## src/rtl/hrm_pkg.sv

```systemverilog
// Shared definitions for the HRM instruction fetch/sequencer: opcode and
// branch-condition encodings, the sequencer state enum and PC controls.
package hrm_pkg;

    localparam int PC_W_DEF = 8;

    // Opcode that stops sequencing until reset.
    localparam logic [3:0] OP_HALT = 4'hF;

    // Branch condition field, IR[1:0].
    localparam logic [1:0] COND_ALWAYS = 2'b00;
    localparam logic [1:0] COND_ZERO   = 2'b01;
    localparam logic [1:0] COND_NEG    = 2'b10;
    localparam logic [1:0] COND_NEVER  = 2'b11;

    typedef enum logic [2:0] {
        ST_FETCH   = 3'd0,
        ST_DECODE  = 3'd1,
        ST_OPWAIT  = 3'd2,
        ST_OPLOAD  = 3'd3,
        ST_EXECUTE = 3'd4,
        ST_HALT    = 3'd5
    } state_t;

    // What the PC register does on the next clock edge.
    typedef enum logic [1:0] {
        PC_HOLD = 2'd0,
        PC_INC  = 2'd1,
        PC_LOAD = 2'd2
    } pc_op_t;

    // Evaluate a branch condition against the accumulator flags.
    function automatic logic cond_true(input logic [1:0] cond,
                                       input logic       zero,
                                       input logic       neg);
        logic result;
        case (cond)
            COND_ALWAYS: result = 1'b1;
            COND_ZERO:   result = zero;
            COND_NEG:    result = neg;
            COND_NEVER:  result = 1'b0;
            default:     result = 1'b0;
        endcase
        return result;
    endfunction

endpackage

```

## src/rtl/hrm_fetch_seq_if.sv

```systemverilog
// Bundle of the program-memory bus and control-unit handshake seen by the
// fetch sequencer. The sequencer is the master; memory, control unit and
// datapath together form the slave side.
interface hrm_fetch_seq_if #(
    parameter int PC_W = 8
);
    logic [PC_W-1:0] pm_addr;
    logic [7:0]      pm_data;
    logic [3:0]      opcode;
    logic [1:0]      cond;
    logic [7:0]      operand;
    logic            branch;
    logic            ijump;
    logic            rIn;
    logic            wO;
    logic            alu_zero;
    logic            alu_neg;
    logic            in_valid;
    logic            out_ready;
    logic            exec;
    logic            halted;

    modport master (
        output pm_addr, opcode, cond, operand, exec, halted,
        input  pm_data, branch, ijump, rIn, wO,
               alu_zero, alu_neg, in_valid, out_ready
    );

    modport slave (
        input  pm_addr, opcode, cond, operand, exec, halted,
        output pm_data, branch, ijump, rIn, wO,
               alu_zero, alu_neg, in_valid, out_ready
    );
endinterface

```

## src/rtl/hrm_pc.sv

```systemverilog
// Program counter: hold, increment (wrapping modulo 2^PC_W) or load.
module hrm_pc
    import hrm_pkg::*;
#(
    parameter int PC_W = PC_W_DEF
) (
    input  logic            clk,
    input  logic            rst_n,
    input  pc_op_t          op,
    input  logic [PC_W-1:0] load_val,
    output logic [PC_W-1:0] pc
);

    logic [PC_W-1:0] pc_reg;

    // PC update; the natural overflow of the adder gives the wraparound.
    always_ff @(posedge clk or negedge rst_n) begin
        if (!rst_n) begin
            pc_reg <= '0;
        end else begin
            case (op)
                PC_INC:  pc_reg <= pc_reg + PC_W'(1);
                PC_LOAD: pc_reg <= load_val;
                default: pc_reg <= pc_reg;
            endcase
        end
    end

    assign pc = pc_reg;

endmodule

```

## src/rtl/hrm_fetch_seq.sv

```systemverilog
// HRM instruction fetch/sequencer. Walks FETCH -> DECODE -> [OPWAIT ->
// OPLOAD] -> EXECUTE, holding IR and operand for the control unit, stalling
// on inbox/outbox handshakes and resolving jumps at the end of EXECUTE.
// exec is registered from the EXECUTE exit, so its one-cycle pulse lands in
// the following FETCH cycle; IR and operand are untouched until the next
// DECODE, so the control unit's strobes still describe the retiring
// instruction while datapath writes are enabled.
module hrm_fetch_seq
    import hrm_pkg::*;
#(
    parameter int         PC_W         = PC_W_DEF,
    parameter logic [15:0] OPERAND_MASK = 16'hFFFF,
    parameter logic [3:0]  HALT_OPCODE  = OP_HALT
) (
    input logic            clk,
    input logic            rst_n,
    hrm_fetch_seq_if.master bus
);

    state_t          state_reg;
    logic [3:0]      opc_reg;
    logic [1:0]      cond_reg;
    logic [7:0]      operand_reg;
    logic            exec_reg;
    logic            halted_reg;

    logic [PC_W-1:0] pc;
    pc_op_t          pc_op;
    logic            stall;
    logic            take_jump;
    logic [3:0]      fetched_opc;

    assign fetched_opc = bus.pm_data[7:4];

    // An instruction waits in EXECUTE while its I/O partner is not ready.
    assign stall = (bus.rIn && !bus.in_valid) || (bus.wO && !bus.out_ready);

    // ijump wins over branch; the flags are those present before this
    // instruction's own write, since that write happens under exec later.
    assign take_jump = bus.ijump ||
                       (bus.branch && cond_true(cond_reg, bus.alu_zero, bus.alu_neg));

    // PC control: step past each byte consumed, load the operand on a jump.
    always_comb begin
        pc_op = PC_HOLD;
        case (state_reg)
            ST_DECODE:  pc_op = PC_INC;
            ST_OPLOAD:  pc_op = PC_INC;
            ST_EXECUTE: if (!stall && take_jump) pc_op = PC_LOAD;
            default:    pc_op = PC_HOLD;
        endcase
    end

    hrm_pc #(
        .PC_W(PC_W)
    ) u_pc (
        .clk      (clk),
        .rst_n    (rst_n),
        .op       (pc_op),
        .load_val (PC_W'(operand_reg)),
        .pc       (pc)
    );

    // Sequencer FSM with instruction/operand registers and registered strobes.
    always_ff @(posedge clk or negedge rst_n) begin
        if (!rst_n) begin
            state_reg   <= ST_FETCH;
            opc_reg     <= '0;
            cond_reg    <= '0;
            operand_reg <= '0;
            exec_reg    <= 1'b0;
            halted_reg  <= 1'b0;
        end else begin
            exec_reg <= 1'b0;
            case (state_reg)
                ST_FETCH: begin
                    state_reg <= ST_DECODE;
                end
                ST_DECODE: begin
                    opc_reg  <= fetched_opc;
                    cond_reg <= bus.pm_data[1:0];
                    if (fetched_opc == HALT_OPCODE) begin
                        state_reg  <= ST_HALT;
                        halted_reg <= 1'b1;
                    end else if (OPERAND_MASK[fetched_opc]) begin
                        state_reg <= ST_OPWAIT;
                    end else begin
                        state_reg <= ST_EXECUTE;
                    end
                end
                ST_OPWAIT: begin
                    state_reg <= ST_OPLOAD;
                end
                ST_OPLOAD: begin
                    operand_reg <= bus.pm_data;
                    state_reg   <= ST_EXECUTE;
                end
                ST_EXECUTE: begin
                    if (!stall) begin
                        exec_reg  <= 1'b1;
                        state_reg <= ST_FETCH;
                    end
                end
                ST_HALT: begin
                    halted_reg <= 1'b1;
                end
                default: begin
                    state_reg <= ST_FETCH;
                end
            endcase
        end
    end

    assign bus.pm_addr = pc;
    assign bus.opcode  = opc_reg;
    assign bus.cond    = cond_reg;
    assign bus.operand = operand_reg;
    assign bus.exec    = exec_reg;
    assign bus.halted  = halted_reg;

endmodule

```

## src/flat_wrapper.sv

```systemverilog
// flat-port wrapper written by rule: the top's interface ports become plain ports
module hrm_fetch_seq_flat import hrm_pkg::*;
#(
    parameter int         PC_W         = PC_W_DEF,
    parameter logic [15:0] OPERAND_MASK = 16'hFFFF,
    parameter logic [3:0]  HALT_OPCODE  = OP_HALT
)
  (clk, rst_n, bus_pm_addr, bus_opcode, bus_cond, bus_operand, bus_exec, bus_halted, bus_pm_data, bus_branch, bus_ijump, bus_rIn, bus_wO, bus_alu_zero, bus_alu_neg, bus_in_valid, bus_out_ready);
  hrm_fetch_seq_if #(.PC_W(PC_W)) bus_i ();
  input logic clk;
  input logic rst_n;
  output wire logic [$bits(bus_i.pm_addr)-1:0] bus_pm_addr;
  output wire logic [$bits(bus_i.opcode)-1:0] bus_opcode;
  output wire logic [$bits(bus_i.cond)-1:0] bus_cond;
  output wire logic [$bits(bus_i.operand)-1:0] bus_operand;
  output wire logic [$bits(bus_i.exec)-1:0] bus_exec;
  output wire logic [$bits(bus_i.halted)-1:0] bus_halted;
  input wire logic [$bits(bus_i.pm_data)-1:0] bus_pm_data;
  input wire logic [$bits(bus_i.branch)-1:0] bus_branch;
  input wire logic [$bits(bus_i.ijump)-1:0] bus_ijump;
  input wire logic [$bits(bus_i.rIn)-1:0] bus_rIn;
  input wire logic [$bits(bus_i.wO)-1:0] bus_wO;
  input wire logic [$bits(bus_i.alu_zero)-1:0] bus_alu_zero;
  input wire logic [$bits(bus_i.alu_neg)-1:0] bus_alu_neg;
  input wire logic [$bits(bus_i.in_valid)-1:0] bus_in_valid;
  input wire logic [$bits(bus_i.out_ready)-1:0] bus_out_ready;
  assign bus_pm_addr = bus_i.pm_addr;
  assign bus_opcode = bus_i.opcode;
  assign bus_cond = bus_i.cond;
  assign bus_operand = bus_i.operand;
  assign bus_exec = bus_i.exec;
  assign bus_halted = bus_i.halted;
  assign bus_i.pm_data = bus_pm_data;
  assign bus_i.branch = bus_branch;
  assign bus_i.ijump = bus_ijump;
  assign bus_i.rIn = bus_rIn;
  assign bus_i.wO = bus_wO;
  assign bus_i.alu_zero = bus_alu_zero;
  assign bus_i.alu_neg = bus_alu_neg;
  assign bus_i.in_valid = bus_in_valid;
  assign bus_i.out_ready = bus_out_ready;
  hrm_fetch_seq #(.PC_W(PC_W), .OPERAND_MASK(OPERAND_MASK), .HALT_OPCODE(HALT_OPCODE)) u_core (.clk(clk), .rst_n(rst_n), .bus(bus_i));
endmodule
```

## config.mk

```make
export PLATFORM = sky130hd
export DESIGN_NAME = hrm_fetch_seq_flat
export DESIGN_NICKNAME = d
export VERILOG_FILES = /design/src/rtl/hrm_pkg.sv /design/src/rtl/hrm_fetch_seq_if.sv /design/src/rtl/hrm_pc.sv /design/src/rtl/hrm_fetch_seq.sv /design/src/flat_wrapper.sv
export SDC_FILE = /design/constraint.sdc
export NUM_CORES = 1
export LEC_CHECK = 0
export BUFFER_PORTS_ARGS = -buffer_cell sky130_fd_sc_hd__buf_4
export CAP_MARGIN = 20
export CORE_MARGIN = 8
export CORE_UTILIZATION = 53
export CTS_CLUSTER_DIAMETER = 40
export DETAILED_ROUTE_END_ITERATION = 16
export GPL_TIMING_DRIVEN = 1
export PLACE_DENSITY = 0.89
export SYNTH_ARGS = -nofsm -noshare
export SYNTH_HDL_FRONTEND = slang
export SYNTH_SLANG_ARGS = --single-unit
```

## constraint.sdc

```tcl
create_clock -name clk -period 5.2 [get_ports clk]
set_input_delay 0.52 -clock clk [delete_from_list [all_inputs] [get_ports clk]]
set_output_delay 0.52 -clock clk [all_outputs]
set_load 0.02 [all_outputs]
```

==> impl_summary.log <==
[metrics] run status: finished clean
[metrics] leading post-synthesis cells by instance count: sky130_fd_sc_hd__dfrtp_1 (27), sky130_fd_sc_hd__mux2_1 (8), sky130_fd_sc_hd__o21ai_0 (8)
[metrics] Setup TNS: 0 ns
[metrics] fraction of layout cells with a size suffix above 1: 33.5%
[metrics] number of global-route vias before repair: 1097
[metrics] fin. max-slew vios: 0
[metrics] critical setup path kind: register to register
[metrics] vias after detailed routing: 1045
[metrics] synthesized instance count: 113
[metrics] worst reg2reg path endpoint: u_core.u_pc.pc[5]$_DFFE_PN0P_
[metrics] number of DRC violations after detailed-routing iteration 0: 43
[metrics] post-route worst setup slack: 3.00 ns
[metrics] CTS tree: built
[metrics] register area share after synthesis: 53.8%
[metrics] Core Box Area: 2230 um^2
[metrics] fraction of the cycle the final worst path needs: 42.3%
[metrics] routing usage on met3: 4.81%
[metrics] Worst Path Arrival: 2.48 ns
[metrics] final number of hold-violating endpoints: 0
[metrics] worst min-delay path category: primary input to asynchronous set/reset pin
[metrics] DP Wirelength: 2400 um
[metrics] number of vias per cell: 5.71
[metrics] number of nets still failing antenna checks after routing: 0
[metrics] Slew @ Worst Pin: 0.533 ns
[metrics] Final Setup Violations: 0
[metrics] port buffer count: 41
[metrics] share of synthesized flip-flops with an asynchronous set or reset: 100%
[metrics] total wire length: 3030 um
[metrics] die extent in y: 64.7 um
[metrics] unrepaired setup endpoints after global routing: false
[metrics] internal reg-to-reg setup slack: 3.00 ns
[metrics] total iterations of the first detailed-routing run: 4
[metrics] clock buffers created by TritonCTS: 3
[metrics] worst relative slew slack: 64.5%
[metrics] worst reg2reg path depth: 6
[metrics] area used by multi-input combinational logic: 552 um^2
[metrics] number of nets produced by synthesis: 133
[metrics] number of synthesized flops with an enable pin: 0
[metrics] cell accounting for the most synthesized area: sky130_fd_sc_hd__dfrtp_1
[metrics] combined global-route utilization of all metal layers: 15.1%
[metrics] clock slew at reported path FFs: 0.16 ns
[metrics] maximum number of pins on one net before global-route repair: 28
[metrics] global-route wire length before repair: 5110 um
[metrics] initial antenna violation count: 0
[metrics] leakage power: 0.724 nW
[metrics] final core utilization: 72.4%
[metrics] post-place setup slack: 2.73 ns
[metrics] power per cell area: 625 nW/um^2
[metrics] Filler cells: 173
[metrics] Seq. cell area: 676 um^2
[metrics] maximum clock insertion buffer count: 2
[metrics] most heavily used metal layer in global routing: met2
[metrics] met1 global-route usage: 16.3%
[metrics] Setup crit end kind: register
[metrics] post-cts resize count: 0
[metrics] mean instance size in the synthesized netlist: 11.1 um^2
[metrics] post-CTS setup buffer count: 0
[metrics] Area growth syn-to-layout: 28.8%
[metrics] last weighted congestion value of the routability-driven placer: 0.774
[metrics] Max Clock Freq: 0.454 GHz
[metrics] cell types with the largest area share after synthesis: sky130_fd_sc_hd__dfrtp_1 (54%), sky130_fd_sc_hd__mux2_1 (7.2%), sky130_fd_sc_hd__mux2_2 (5.4%)
[metrics] most used flip-flop cell after synthesis: sky130_fd_sc_hd__dfrtp_1
[metrics] quantity of hold-fixing buffers added after cts: 0
[metrics] starting utilization of the core area: 56.2%
[metrics] GRT Residual Overflow: 0
[metrics] DRC violations left: 0
[metrics] synth warn: 0
[metrics] Layout Skew: 0.00994 ns
[metrics] clock insertion delay at the later pin of the skew report: 0.34 ns
[metrics] cell chosen for the clock root: sky130_fd_sc_hd__clkbuf_4
[metrics] Ant. Diodes: 0
[metrics] Cell variety after synth: 27
[metrics] required time at the endpoint of the critical path: 5.47 ns
[metrics] min cycle time layout: 2.20 ns
[metrics] io pins: 42
[metrics] NumNets Final: 176
[metrics] cell area after synthesis: 1250 um^2
[metrics] Tot Pwr: 1.01 mW
[metrics] most common cell in the netlist: sky130_fd_sc_hd__dfrtp_1
[metrics] x dimension of the die: 64.7 um
[metrics] met2 track demand over resource in global routing: 27.0%
[metrics] post-synth top area share: 53.8%
[metrics] highest net fanout along the worst path: 18
[metrics] worst voltage drop across the vdd grid: 0.000369 V
[metrics] std cell rows: 17
[metrics] total number of clock tree sinks: 27
[metrics] wire per inst: 16.6 um
[metrics] area of the die: 4180 um^2
[metrics] crit path launch type: register
[metrics] H-Tree Depth: 1
[metrics] number of max-cap violations: 0
[metrics] post-synthesis register bit count: 27
[metrics] reg2reg start: u_core.state_reg[1]$_DFFE_PN0P_
==> metrics by stage <==
step | cells | hold slack [ns] | area, um^2
after floorplan | 113 | 0.224 | 1250
final | 183 | 0.0572 | 1620
after CTS | 183 | 0.0626 | 1620
after global routing | 183 | 0.0658 | 1620
after global placement | 179 | 0.447 | 1590
after detailed placement | 179 | 0.449 | 1590
==> cell type report <==
type,instances,share of cell area (%)
clock buffers,3,1.39
clock inverters,1,0.542
inverters,4,0.929
multi-input cells,79,34.1
flip-flops and latches,27,41.8
well taps,28,2.17
repair buffers,41,19.0
==> routing by layer <==
metal,part of all wire [%],up-vias
met3,5.2,6
met5,0,-
li1,-,501
met2,53,30
met4,1.6,0
met1,40,508
==> how the worst max path moves through the flow <==
| stage | from | to | cells after the start |
|---|---|---|---|
| finish | u_core.state_reg[1]$_DFFE_PN0P_ | u_core.u_pc.pc[5]$_DFFE_PN0P_ | 6 |
| global placement | bus_rIn | u_core.u_pc.pc[7]$_DFFE_PN0P_ | 8 |
| global route | u_core.state_reg[1]$_DFFE_PN0P_ | u_core.u_pc.pc[5]$_DFFE_PN0P_ | 6 |
| floorplan | bus_rIn | u_core.u_pc.pc[3]$_DFFE_PN0P_ | 10 |
| detailed placement | bus_rIn | u_core.u_pc.pc[3]$_DFFE_PN0P_ | 9 |
| CTS | u_core.state_reg[1]$_DFFE_PN0P_ | u_core.u_pc.pc[5]$_DFFE_PN0P_ | 6 |
==> cells in the final DEF (no fill, tap or decap), types with 4 or more instances in the layout <==
| master | synthesis | layout |
|---|---|---|
| sky130_fd_sc_hd__buf_4 | 0 | 41 |
| sky130_fd_sc_hd__a21oi_1 | 5 | 5 |
| sky130_fd_sc_hd__nand3_1 | 4 | 4 |
| sky130_fd_sc_hd__o21ai_0 | 8 | 8 |
| sky130_fd_sc_hd__dfrtp_1 | 27 | 27 |
| sky130_fd_sc_hd__mux2_2 | 6 | 6 |
| sky130_fd_sc_hd__mux2_1 | 8 | 8 |
| sky130_fd_sc_hd__inv_1 | 4 | 4 |
| sky130_fd_sc_hd__nor2b_1 | 7 | 7 |
| sky130_fd_sc_hd__a22oi_1 | 4 | 4 |
| sky130_fd_sc_hd__nor2_1 | 6 | 6 |
| sky130_fd_sc_hd__nand2_1 | 5 | 5 |
==> where the power goes <==
| group | switching (mW) | internal, mW |
|---|---|---|
| Sequential | 0.101 | 0.305 |
| Clock | 0.0670 | 0.0314 |
| Combinational | 0.270 | 0.237 |
| Total | 0.438 | 0.573 |
==> logic make-up after synthesis <==
kind of cell | Yosys count | synth area share, %
muxes | 16 | 14.2
DFF | 27 | 53.8
buffers and inverters | 7 | 2.19
and+or+nand+nor | 38 | 16.9
AOI/OAI and AO/OA | 23 | 10.9
adders and majority gates | 2 | 1.99
==> worst max-delay path: stages, from the launching register on <==
cell and delay (ns):
sky130_fd_sc_hd__dfrtp_1 0.48, sky130_fd_sc_hd__nor4b_1 0.42, sky130_fd_sc_hd__nor2b_1 0.19, sky130_fd_sc_hd__ha_1 0.50, sky130_fd_sc_hd__nor2b_1 0.33, sky130_fd_sc_hd__a22oi_1 0.11, sky130_fd_sc_hd__nand3_1 0.11
No activity file was read; power rests on OpenSTA's default activity.
